`src/rtl/score_hud_renderer.sv`:
```
// score_hud_renderer
//   Score/miss HUD stage. Keeps a 3-digit BCD score and a saturating miss
//   counter. Maps the raster position onto digit and miss-icon cells, drives
//   the Numbers and Miss sprite ROM addresses, and aligns the ROM data into
//   one HUD pixel two cycles after the raster position was presented.
//
//   Ports:
//     clock, resetn            system clock, async active-low reset
//     score_inc, miss_inc      1-cycle increment pulses
//     game_clear               sync clear of score and misses (wins over incs)
//     pix_x, pix_y, pix_valid  raster position and qualifier
//     num_addr / num_q         Numbers ROM address (comb) / data (1 cycle later)
//     miss_addr / miss_q       Miss ROM address (comb) / data (1 cycle later)
//     hud_pixel, hud_valid     HUD ink and qualifier, 2 cycles after pix
//     score_bcd                {hundreds, tens, ones}
//     miss_count, game_over    misses so far, high while misses == MAX_MISS
//
//   Build option: define HUD_LZ_BLANK_EN to blank leading-zero score digits.
module score_hud_renderer #(
  parameter logic [9:0] SCORE_X     = 10'd240,
  parameter logic [8:0] SCORE_Y     = 9'd8,
  parameter logic [3:0] DIGIT_PITCH = 4'd8,
  parameter logic [9:0] MISS_X      = 10'd16,
  parameter logic [8:0] MISS_Y      = 9'd4,
  parameter logic [5:0] MISS_PITCH  = 6'd32,
  parameter logic [1:0] MAX_MISS    = 2'd3
) (
  input  logic        clock,
  input  logic        resetn,
  input  logic        score_inc,
  input  logic        miss_inc,
  input  logic        game_clear,
  input  logic [9:0]  pix_x,
  input  logic [8:0]  pix_y,
  input  logic        pix_valid,
  output logic [9:0]  num_addr,
  input  logic        num_q,
  output logic [9:0]  miss_addr,
  input  logic        miss_q,
  output logic        hud_pixel,
  output logic        hud_valid,
  output logic [11:0] score_bcd,
  output logic [1:0]  miss_count,
  output logic        game_over
);

  localparam logic [9:0] DP10   = {6'b0, DIGIT_PITCH};
  localparam logic [9:0] MP10   = {4'b0, MISS_PITCH};
  localparam logic [9:0] SX_END = SCORE_X + 10'd3 * DP10;
  localparam logic [9:0] SY_LO  = {1'b0, SCORE_Y};
  localparam logic [9:0] SY_HI  = {1'b0, SCORE_Y} + 10'd7;
  localparam logic [9:0] MY_LO  = {1'b0, MISS_Y};
  localparam logic [9:0] MY_HI  = {1'b0, MISS_Y} + 10'd27;

  logic [11:0] score_q, score_d;
  logic [1:0]  miss_q_cnt, miss_d_cnt;
  logic        game_over_q, game_over_d;
  logic        num_hit1_q, miss_hit1_q, valid1_q;
  logic        hud_pixel_q, hud_valid_q;

  // ---------------- score / miss bookkeeping ----------------
  always_comb begin
    score_d = score_q;
    if (game_clear) begin
      score_d = '0;
    end else if (score_inc) begin
      // BCD ripple: each digit wraps 9->0 and carries into the next
      if (score_q[3:0] == 4'd9) begin
        score_d[3:0] = '0;
        if (score_q[7:4] == 4'd9) begin
          score_d[7:4]  = '0;
          score_d[11:8] = (score_q[11:8] == 4'd9) ? 4'd0 : score_q[11:8] + 4'd1;
        end else begin
          score_d[7:4] = score_q[7:4] + 4'd1;
        end
      end else begin
        score_d[3:0] = score_q[3:0] + 4'd1;
      end
    end
  end

  always_comb begin
    miss_d_cnt = miss_q_cnt;
    if (game_clear)
      miss_d_cnt = '0;
    else if (miss_inc && (miss_q_cnt != MAX_MISS))
      miss_d_cnt = miss_q_cnt + 2'd1;
    game_over_d = (miss_d_cnt == MAX_MISS);
  end

  always_ff @(posedge clock or negedge resetn) begin
    if (!resetn) begin
      score_q     <= '0;
      miss_q_cnt  <= '0;
      game_over_q <= 1'b0;
    end else begin
      score_q     <= score_d;
      miss_q_cnt  <= miss_d_cnt;
      game_over_q <= game_over_d;
    end
  end

  // ---------------- stage 0: cell mapping and ROM addressing ----------------
  logic [9:0] py10, sx_off, sy_off, s_k, s_col, mx_off, my_off, m_j, m_col;
  logic [3:0] digit;
  logic       s_in, m_in, blank, num_hit, miss_hit;

  always_comb begin
    py10   = {1'b0, pix_y};
    sx_off = pix_x - SCORE_X;
    sy_off = py10 - SY_LO;
    s_k    = sx_off / DP10;
    s_col  = sx_off - s_k * DP10;
    s_in   = pix_valid && (pix_x >= SCORE_X) && (pix_x < SX_END) &&
             (py10 >= SY_LO) && (py10 <= SY_HI);

    case (s_k)
      10'd0:   digit = score_q[11:8];
      10'd1:   digit = score_q[7:4];
      default: digit = score_q[3:0];
    endcase

`ifdef HUD_LZ_BLANK_EN
    blank = ((s_k == 10'd0) && (score_q[11:8] == 4'd0)) ||
            ((s_k == 10'd1) && (score_q[11:4] == 8'd0));
`else
    blank = 1'b0;
`endif

    num_hit  = s_in && (s_col < 10'd7) && !blank;
    num_addr = num_hit ? ({6'b0, digit} * 10'd56 + sy_off * 10'd7 + s_col) : '0;

    mx_off = pix_x - MISS_X;
    my_off = py10 - MY_LO;
    m_j    = mx_off / MP10;
    m_col  = mx_off - m_j * MP10;
    m_in   = pix_valid && (pix_x >= MISS_X) && (py10 >= MY_LO) && (py10 <= MY_HI);
    // only icons below the current miss count are drawn
    miss_hit  = m_in && (m_j < {8'b0, miss_q_cnt}) && (m_col < 10'd28);
    miss_addr = miss_hit ? (my_off * 10'd28 + m_col) : '0;
  end

  // ---------------- stages 1 and 2 ----------------
  always_ff @(posedge clock or negedge resetn) begin
    if (!resetn) begin
      num_hit1_q  <= 1'b0;
      miss_hit1_q <= 1'b0;
      valid1_q    <= 1'b0;
      hud_pixel_q <= 1'b0;
      hud_valid_q <= 1'b0;
    end else begin
      num_hit1_q  <= num_hit;
      miss_hit1_q <= miss_hit;
      valid1_q    <= pix_valid;
      // ROM data arrives alongside the stage-1 hit flags
      hud_pixel_q <= valid1_q & ((num_hit1_q & num_q) | (miss_hit1_q & miss_q));
      hud_valid_q <= valid1_q;
    end
  end

  assign hud_pixel  = hud_pixel_q;
  assign hud_valid  = hud_valid_q;
  assign score_bcd  = score_q;
  assign miss_count = miss_q_cnt;
  assign game_over  = game_over_q;

endmodule

```
`config.mk`:
```
export PLATFORM = sky130hd
export DESIGN_NAME = score_hud_renderer
export DESIGN_NICKNAME = d
export VERILOG_FILES = /design/src/rtl/score_hud_renderer.sv
export SDC_FILE = /design/constraint.sdc
export NUM_CORES = 1
export LEC_CHECK = 0
export CORE_ASPECT_RATIO = 1.2
export CORE_MARGIN = 8
export CORE_UTILIZATION = 54
export DETAILED_ROUTE_END_ITERATION = 7
export PLACE_DENSITY = 0.9
export SYNTH_ARGS = -nofsm -noshare
export SYNTH_HDL_FRONTEND = slang
export SYNTH_SLANG_ARGS = --single-unit
```
`constraint.sdc`:
```
create_clock -name clock -period 11.65 [get_ports clock]
set_input_delay 2.9125 -clock clock [delete_from_list [all_inputs] [get_ports clock]]
set_output_delay 2.9125 -clock clock [all_outputs]
set_load 0.02 [all_outputs]
```
==> results.py, run 1 <==
metrics = {
    "outcome": {
        "status": "finished, final reports clean",
    },
    "logic_synthesis": {
        "synth_seq_area_share_pct": 14.8,
        "yosysTopAreaCell": "ha_1",
        "synth.cell_area_mm2": 0.00337,
        "synth_fp_nets": 488,
        "synth_most_common_cell": "inv_1",
        "synthFlopType": "dfrtp_1",
        "ys_async_sr_fraction_pct": 100,
        "synth_cells": 386,
        "synth_area_leaders": "ha_1 (20%), dfrtp_1 (15%), fa_1 (13%)",
        "synth_top_area_share_pct": 19.7,
        "ys_ff_latch": 20,
        "syn_area_per_cell_um2": 8.73,
        "synth_cell_types": 50,
        "yosys-top-cells-count": "inv_1 (64), ha_1 (53), nor2_1 (38), fa_1 (22), xnor2_1 (21)",
        "synth_warnings": 0,
        "synth_edf_count": 0,
    },
    "place": {
        "dp_hpwl_mm": 6.70,
        "portBuffers": 63,
        "gp_congestion": 0.900,
        "pre_cts_slack_ns": 0.178,
    },
    "worst_hold_path": {
        "hp-start": "valid1_q$_DFF_PN0_",
        "hp-class": "reg2reg",
    },
    "power_and_ir_drop": {
        "p_leak_uw": 0.00198,
        "vdd_drop_max_uv": 81.5,
        "p_comb_share_pct": 66.2,
        "p_sw_uw": 167,
        "swShare_pct": 43.0,
        "powerDensity_mw_per_mm2": 95.5,
        "clockPowerShare_pct": 13.1,
        "p_int_uw": 222,
        "p_seq_share_pct": 20.8,
    },
    "sta": {
        "worst_pin_slew_ns": 0.860,
        "setup_viol": 0,
        "finalClockSkew_ns": 0.00548,
        "hold_violations": 0,
        "fmax_ghz": 0.0898,
        "fin_crit_ns": 11.14,
        "finalWorstSetupSlack_ns": 0.513,
        "report.final.slew_viol_count": 0,
        "rsz0062_at_grt": "no",
        "fin_crit_sh_pct": 95.6,
        "fin_tns_setup_ns": 0,
        "relSlewSlack_pct": 42.5,
    },
    "floorplanning": {
        "core-area_mm2": 0.00605,
        "fp.dieW_um": 88.1,
        "start_util_pct": 55.7,
        "die_h_um": 103,
        "boundaryPins": 64,
        "dieArea_mm2": 0.00904,
        "fp-row-count": 31,
    },
    "global_routing": {
        "grt_pass1_wl_mm": 13.2,
        "grt_pass1_vias": 2986,
        "grt_max_degree": 21,
        "globalRouteOverflowTotal": 0,
        "antenna_found_initial": 0,
        "track_usage_pct": 17.7,
    },
    "critical_path": {
        "crit_end": "num_addr[7]",
        "critPathMaxFanout": 5,
        "rr_startpoint": "score_bcd[0]$_DFFE_PN0P_",
        "required_ns": 8.74,
        "critPathArrivalTime_ns": 8.22,
        "reg2regPathDepth": 6,
        "critPathKind": "in2out",
        "timing.reg2reg.setup_slack_ns": 9.45,
        "crit_start": "pix_x[4]",
        "cp-end-kind": "primary output",
        "r2r_end": "score_bcd[8]$_DFFE_PN0P_",
        "start_kind": "input pin",
    },
    "route": {
        "vias": 2886,
        "via_per_inst": 5.47,
        "antenna_left": 0,
        "drt-total-wl_mm": 7.90,
        "drt-initial-drc-count": 178,
        "drt_first_pass_iters": 4,
        "route.detailed.drc": 0,
        "wl_per_cell_um": 15.0,
    },
    "cts": {
        "htree_levels": 1,
        "root_buffer": "clkbuf_8",
        "clock_path_buffers": 2,
        "clkSlewWorstSetupHoldPaths_ns": 0.07,
        "tritoncts": "done",
        "cts_buffers": 3,
        "cts.sinks": 20,
        "clk_latency_ns": 0.25,
        "hold_buffers": 0,
    },
    "job": {
        "maxCapViolCount": 0,
    },
    "cells_and_area": {
        "nNetsFinal": 549,
        "antenna_cells": 0,
        "syn_to_final_growth_pct": 21.1,
        "drive_gt1_share_pct": 6.73,
        "nFillCells": 475,
        "final_core_util_pct": 67.5,
    },
}
## kinds of logic (layout without fill, tap and decap cells)
kind of cell    count (synthesis)  count (layout)  share of synthesized area [%]
xor+xnor                       38              38                           10.3
mux                            15              15                           4.79
buf+inv                        73             133                           10.0
compound gates                 59              59                           11.1
fa+ha+maj                      75              75                           32.7
flops                          20              20                           14.8
simple gates                  106             106                           16.1
## worst min path at each step
stage / end / cells past startpoint / slack, ns
finish: hud_valid$_DFF_PN0_ / 0 / 0.38
floorplan: hud_valid$_DFF_PN0_ / 0 / 0.35
detailed placement: hud_valid$_DFF_PN0_ / 0 / 0.37
global route: hud_valid$_DFF_PN0_ / 0 / 0.39
CTS: hud_valid$_DFF_PN0_ / 0 / 0.38
global placement: hud_valid$_DFF_PN0_ / 0 / 0.35
## critical path, stage by stage
cell and delay (ns):
clkdlybuf4s50_1 0.55, inv_1 0.14, ha_1 0.35, or3_4 0.39
nor3_4 0.33, mux2_2 0.44, fa_1 0.49, ha_1 0.22
fa_1 0.49, inv_1 0.05, fa_1 0.49, inv_1 0.05
ha_1 0.33, a21oi_1 0.18, xor2_1 0.09, nor2_1 0.09
clkdlybuf4s50_1 0.61
## placed cells by master (no fill, tap or decap), types with 2 or more instances in the layout
master           count
fa_1                22
clkbuf_8             4
buf_4                2
nor3b_1              2
dfrtp_1             20
a31o_2               2
xor2_1              16
dlymetal6s2s_1       2
mux2i_1              6
o41ai_1              2
nor2_2               2
o31ai_1              2
a21boi_1             2
clkdlybuf4s50_1     61
a21oi_1             17
xnor2_1             21
a31oi_1              4
ha_1                53
mux2_2               9
a21o_1               4
nand2_1             17
nand3_1              9
nor3_2               2
o21ai_0             16
a211oi_1             3
nand2b_1             3
nand4_1              2
nor3_1              13
nor2_1              38
inv_1               64
nor2b_1              9
## routing by layer
layer	track usage [%]	routed length, um
met5	0	0
met4	4.69	130
met3	1.52	373
met2	33.9	4180
met1	20.3	3210
## flip-flops by register name, indices dropped and copies added (netlist names)
signal and flops:
num_hit1_q 1, score_bcd 12, miss_hit1_q 1, hud_pixel 1, game_over 1, hud_valid 1
valid1_q 1, miss_count 2
## power groups by stage
stage / sequential (uW) / clock (uW) / combinational, uW
final: 80.9 / 51.0 / 258
after floorplan: 85.8 / 0 / 188
after CTS: 80.7 / 52.0 / 258
after detailed placement: 81.9 / 0 / 256
after global routing: 81.6 / 54.0 / 291
after global placement: 81.6 / 0 / 240
## cell type report
type,count,area (um2),share of cell area (%)
inverters,64,240,5.89
well taps,82,103,2.51
multi-input cells,293,2530,62.0
repair buffers,65,651,15.9
clock buffers,4,55.1,1.35
flip-flops and latches,20,500,12.3
## metrics by stage
step | instances | power, uW | instance area, um2 | hold slack [ns]
floorplan | 386 | 274 | 3370 | 0.347
global placement | 523 | 322 | 4010 | 0.354
detailed placement | 523 | 338 | 4010 | 0.367
CTS | 527 | 391 | 4070 | 0.382
global route | 528 | 426 | 4080 | 0.395
finish | 528 | 390 | 4080 | 0.378
## timing repair
item	4_1_cts	5_1_grt
endpoints found under the setup margin	0	2
gates resized for setup	0	3
setup buffers	0	1
(Power assumes the default switching activity.)
==> inputs of run 2 (changes only) <==
CTS_CLUSTER_DIAMETER = 200   (was unset)
SETUP_SLACK_MARGIN = 0.3   (was unset)
SKIP_LAST_GASP = 1   (was unset)
==> run 2 against run 1 <==
Compared with the run above:
- global-route usage unchanged
- final cell count increased by 0.19%
- via count increased by 1.0%
- clock power increased by 3%
- sequential share of layout area about the same
- final area about the same
- critical endpoint is now num_addr[8]
- maximum frequency decreased by 0.33%
- clock skew increased by 0.0020 ns
- first-iteration DRC count decreased by 11%
- hold slack improved by 0.0040 ns
- sequential power about the same
- largest power group unchanged
- wire length increased by 0.80%
==> results.py, run 2 (synthesized netlist as in run 1, its figures left out) <==
metrics = {
    "outcome": {
        "status": "finished, final reports clean",
    },
    "power_and_ir_drop": {
        "p_leak_uw": 0.00197,
        "p_int_uw": 222,
        "powerDensity_mw_per_mm2": 95.7,
        "p_seq_share_pct": 20.7,
        "p_sw_uw": 169,
        "p_comb_share_pct": 65.9,
        "vdd_drop_max_uv": 81.5,
        "clockPowerShare_pct": 13.4,
        "swShare_pct": 43.1,
    },
    "place": {
        "place_area_mm2": 0.00401,
        "portBuffers": 63,
        "dp_hpwl_mm": 6.70,
        "gp_congestion": 0.900,
        "placed_cells": 523,
    },
    "critical_path": {
        "start_kind": "input pin",
        "critPathKind": "in2out",
        "path_cells": "clkdlybuf4s50_1 -> inv_1 -> ha_1 -> or3_4 -> nor3_4 -> mux2_2 -> fa_1 -> ha_1 -> fa_1 -> inv_1 -> fa_1 -> inv_1 -> ha_1 -> a21boi_1 -> o21ai_0 -> nor3b_1 -> nor3_2 -> dlygate4sd2_1",
        "cp_slowest_stage_delay_ns": 0.55,
        "crit_slowest_cell": "clkdlybuf4s50_1",
        "path_delay_family": "adder cells",
        "critPathArrivalTime_ns": 8.26,
        "reg2regPathDepth": 7,
        "critPathMaxFanout": 5,
        "timing.reg2reg.setup_slack_ns": 9.44,
        "critPathBufInv": 5,
        "rr_startpoint": "score_bcd[1]$_DFFE_PN0P_",
        "cp.depth": 18,
        "cp-end-kind": "primary output",
        "r2r_end": "score_bcd[8]$_DFFE_PN0P_",
        "required_ns": 8.74,
    },
    "cells_and_area": {
        "nNetsFinal": 550,
        "final_common_cell": "inv_1",
        "antenna_cells": 0,
        "largest_register_ffs": 12,
        "final_core_util_pct": 67.5,
        "drive_gt1_share_pct": 6.94,
        "syn_to_final_growth_pct": 21.2,
        "stdcell_count": 529,
        "final_cell_mix": "inv_1 (64), clkdlybuf4s50_1 (61), ha_1 (53)",
        "final_cell_area_mm2": 0.00409,
        "nFillCells": 476,
    },
    "job": {
        "maxCapViolCount": 0,
    },
    "global_routing": {
        "globalRouteOverflowTotal": 0,
        "track_usage_pct": 17.7,
        "grt_pass1_vias": 2990,
        "grt_max_degree": 21,
        "grt_pass1_wl_mm": 13.2,
        "antenna_found_initial": 0,
    },
    "cts": {
        "tritoncts": "done",
        "cts_buffers": 3,
        "root_buffer": "clkbuf_8",
        "clk_latency_ns": 0.26,
        "cts.sinks": 20,
        "clock_path_buffers": 2,
        "clkSlewWorstSetupHoldPaths_ns": 0.07,
        "htree_levels": 1,
    },
    "worst_hold_path": {
        "hp-start": "valid1_q$_DFF_PN0_",
        "hp-class": "reg2reg",
        "hold_path_end": "hud_valid$_DFF_PN0_",
        "whs_path_depth": 0,
    },
    "sta": {
        "fin_tns_setup_ns": 0,
        "rsz0062_at_grt": "yes",
        "holdWs_ns": 0.382,
        "relSlewSlack_pct": 40.6,
        "report.final.slew_viol_count": 0,
        "worst_pin_slew_ns": 0.889,
        "hold_violations": 0,
        "fin_crit_sh_pct": 95.9,
        "finalClockSkew_ns": 0.00748,
        "fin_crit_ns": 11.17,
        "fmax_ghz": 0.0895,
        "setup_viol": 0,
    },
    "route": {
        "antenna_left": 0,
        "drt-initial-drc-count": 159,
        "wl_per_cell_um": 15.0,
        "via_per_inst": 5.51,
        "drt-total-wl_mm": 7.96,
        "vias": 2915,
        "route.detailed.drc": 0,
        "drt_first_pass_iters": 4,
    },
    "floorplanning": {
        "dieArea_mm2": 0.00904,
        "core-area_mm2": 0.00605,
        "start_util_pct": 55.7,
        "die_h_um": 103,
        "boundaryPins": 64,
        "fp-row-count": 31,
        "fp.dieW_um": 88.1,
    },
}
## run 2: cell count changes in the layout (fill, tap and decap cells not counted), sizes merged
cell / delta
buf: +1
dlygate4sd2: +1
dlymetal6s2s: -1
## run 2: power groups by stage
| stage | logic (uW) | clock network, uW | registers [uW] |
|---|---|---|---|
| 5_1_grt | 291 | 54.0 | 81.6 |
| 4_1_cts | 258 | 52.0 | 80.7 |
| 3_3_place_gp | 240 | 0 | 81.6 |
| 3_5_place_dp | 256 | 0 | 81.9 |
| 6_report | 258 | 52.3 | 80.8 |
| 2_1_floorplan | 188 | 0 | 85.8 |
## run 2: repair_timing
item                                    4_1_cts  5_1_grt
hold endpoints to repair                      0        0
resized for setup                             2        1
pin swaps                                     1        1
endpoints found under the setup margin        2        1
setup buffers                                 1        1
hold buffers                                  0        0
## run 2: stage by stage
stage               power [uW]  setup WS, ns
floorplan                  274          1.47
global placement           322         0.396
detailed placement         338         0.178
CTS                        391         0.305
global route               427         0.250
finish                     391         0.477
## run 2: final cells by class
type / count / area (um2) / area share, %
multi-input cells: 293 / 2530 / 62.0
repair buffers: 66 / 654 / 16.0
flip-flops and latches: 20 / 500 / 12.3
inverters: 64 / 240 / 5.88
well taps: 82 / 103 / 2.51
clock buffers: 4 / 55.1 / 1.35
## run 2: metal layers
| layer | GRT usage, % | vias to the layer above | part of all wire, % |
|---|---|---|---|
| met4 | 4.69 | 0 | 1.9 |
| met2 | 33.9 | 86 | 52 |
| li1 | - | 1389 | - |
| met1 | 20.3 | 1424 | 41 |
| met3 | 1.36 | 16 | 4.4 |
| met5 | 0 | - | 0 |
## run 2: how the worst max path moves through the flow
stage | start | end | slack (ns)
6_report | pix_x[4] | num_addr[8] | 0.48
5_1_grt | pix_x[4] | num_addr[8] | 0.25
4_1_cts | pix_x[4] | num_addr[9] | 0.31
3_5_place_dp | pix_x[4] | num_addr[8] | 0.18
3_3_place_gp | pix_x[4] | num_addr[8] | 0.40
2_1_floorplan | pix_x[4] | num_addr[8] | 1.47
## run 2: worst register-to-register path: stages (launching register included)
cell and delay (ns):
dfrtp_1 0.47, inv_1 0.07, ha_1 0.19, and3b_1 0.20, a21oi_1 0.48, nand2b_1 0.33
nor2_1 0.10, mux2_2 0.26
==> inputs of run 3 (changes only) <==
CORE_MARGIN = 3   (was 8)
TNS_END_PERCENT = 5   (was unset)
==> run 3 against run 2 <==
Compared with the run above:
- clock power decreased by 1%
- clock-buffer cell count unchanged
- combinational power fell by 2%
- critical path depth shrank 1
- utilization grew 2.1 points
- die area is 20% lower
- final cell count decreased by 0.57%
- highest routed layer unchanged
- first-iteration DRC count increased by 0.63%
- register-to-register slack better by 0.03 ns
- sequential power is essentially flat
- worst setup slack gained 0.054 ns
==> results.py, run 3 (synthesized netlist as in run 1, its figures left out) <==
metrics = {
    "critical_path": {
        "crit_slowest_cell": "clkdlybuf4s50_1",
        "start_kind": "input pin",
        "path_cells": "clkdlybuf4s50_1 -> inv_1 -> ha_1 -> or3_4 -> nor3_4 -> mux2_2 -> fa_1 -> ha_1 -> fa_1 -> inv_1 -> fa_1 -> inv_1 -> ha_1 -> a21oi_1 -> xor2_1 -> nor2_1 -> clkdlybuf4s50_1",
        "critPathArrivalTime_ns": 8.21,
        "r2r_end": "score_bcd[8]$_DFFE_PN0P_",
        "required_ns": 8.74,
        "cp-end-kind": "primary output",
        "reg2regPathDepth": 7,
        "cp_slowest_stage_delay_ns": 0.61,
        "rr_startpoint": "score_bcd[1]$_DFFE_PN0P_",
        "critPathMaxFanout": 5,
        "critPathKind": "in2out",
        "timing.reg2reg.setup_slack_ns": 9.47,
    },
    "power_and_ir_drop": {
        "clockPowerShare_pct": 13.4,
        "swShare_pct": 42.6,
        "p_int_uw": 222,
        "p_comb_share_pct": 65.7,
        "p_seq_share_pct": 20.9,
        "powerDensity_mw_per_mm2": 94.9,
        "p_sw_uw": 165,
        "vdd_drop_max_uv": 83.7,
        "p_leak_uw": 0.00197,
    },
    "cts": {
        "clkSlewWorstSetupHoldPaths_ns": 0.07,
        "root_buffer": "clkbuf_8",
        "clk_latency_ns": 0.25,
        "cts_buffers": 3,
        "clock_path_buffers": 2,
        "hold_buffers": 0,
        "htree_levels": 1,
        "tritoncts": "done",
        "cts.sinks": 20,
    },
    "cells_and_area": {
        "final_common_cell": "inv_1",
        "syn_to_final_growth_pct": 20.9,
        "nFillCells": 440,
        "final_core_util_pct": 69.6,
        "final_cell_mix": "inv_1 (64), clkdlybuf4s50_1 (61), ha_1 (53)",
        "largest_register_ffs": 12,
        "drive_gt1_share_pct": 6.73,
        "nNetsFinal": 549,
        "antenna_cells": 0,
    },
    "global_routing": {
        "grt_pass1_vias": 2924,
        "antenna_found_initial": 0,
        "track_usage_pct": 21.3,
        "globalRouteOverflowTotal": 0,
        "grt_pass1_wl_mm": 12.9,
        "grt_max_degree": 21,
    },
    "sta": {
        "setup_viol": 0,
        "rsz0062_at_grt": "yes",
        "fin_crit_ns": 11.12,
        "fin_crit_sh_pct": 95.4,
        "fin_tns_setup_ns": 0,
        "hold_violations": 0,
        "report.final.slew_viol_count": 0,
        "worst_pin_slew_ns": 0.896,
        "finalClockSkew_ns": 0.00742,
        "fmax_ghz": 0.0899,
        "relSlewSlack_pct": 40.1,
    },
    "worst_hold_path": {
        "hp-start": "valid1_q$_DFF_PN0_",
        "whs_path_depth": 0,
        "hp-class": "reg2reg",
        "hold_path_end": "hud_valid$_DFF_PN0_",
    },
    "route": {
        "drt_first_pass_iters": 4,
        "antenna_left": 0,
        "route.detailed.drc": 0,
        "drt-initial-drc-count": 160,
        "drt-total-wl_mm": 7.50,
        "vias": 2860,
        "via_per_inst": 5.44,
        "wl_per_cell_um": 14.3,
    },
    "floorplanning": {
        "die_h_um": 92.6,
        "fp.dieW_um": 78.1,
        "boundaryPins": 64,
        "dieArea_mm2": 0.00723,
        "fp-row-count": 30,
        "start_util_pct": 57.6,
        "core-area_mm2": 0.00586,
    },
    "job": {
        "maxCapViolCount": 0,
    },
    "outcome": {
        "status": "finished, final reports clean",
    },
    "place": {
        "gp_congestion": 0.908,
        "dp_hpwl_mm": 6.39,
        "portBuffers": 63,
    },
}
## run 3: metrics by stage
stage | instance area [um2] | setup slack, ns | total power (uW) | hold WS [ns] | instances
finish | 4080 | 0.530 | 387 | 0.369 | 526
global route | 4080 | 0.282 | 425 | 0.389 | 526
CTS | 4070 | 0.302 | 388 | 0.368 | 525
detailed placement | 4010 | 0.266 | 334 | 0.353 | 521
global placement | 4010 | 0.393 | 321 | 0.354 | 521
floorplan | 3370 | 1.47 | 274 | 0.347 | 386
## run 3: worst max-delay path: cells and delay by family
family | cells | cell delay, ns
muxes | 1 | 0.42
and+or+nand+nor | 3 | 0.78
AOI/OAI and AO/OA | 1 | 0.19
xor gates and xnor gates | 1 | 0.10
buffers and inverters | 5 | 1.42
adders and majority gates | 6 | 2.35
## run 3: layer usage
layer	up-vias	GRT usage (%)	share of wire (%)
met4	0	5.10	1.0
li1	1392	-	-
met3	10	1.95	3.3
met5	-	0	0
met2	64	40.6	54
met1	1394	25.3	41
## run 3: worst max path at each step
stage,slack (ns),to,depth (start not counted),start
3_5_place_dp,0.27,num_addr[8],18,pix_x[4]
5_1_grt,0.28,num_addr[8],18,pix_x[4]
6_report,0.53,num_addr[7],17,pix_x[4]
3_3_place_gp,0.39,num_addr[8],18,pix_x[4]
4_1_cts,0.30,num_addr[9],19,pix_x[4]
2_1_floorplan,1.47,num_addr[8],16,pix_x[4]
## run 3: repair_timing
item                       4_1_cts  5_1_grt
hold endpoints to repair         0        0
resized for setup                2        1
setup endpoints to repair        1        2
buffers inserted                 0        1
pin swaps                        0        1
## run 3: power by group through the flow
stage,Clock (uW),Sequential (uW),Combinational [uW]
detailed placement,0,82.0,252
global route,55.3,81.9,288
CTS,52.5,80.7,255
floorplan,0,85.8,188
finish,51.8,80.9,254
global placement,0,81.7,240
## run 3: layout make-up
cell class,instances,area [um2],area share (%)
timing repair buffer,65,647,15.9
sequential,20,500,12.3
tap,80,100,2.46
clock buffer,4,55.1,1.35
inverter,64,240,5.89
multi-input combinational,293,2530,62.1
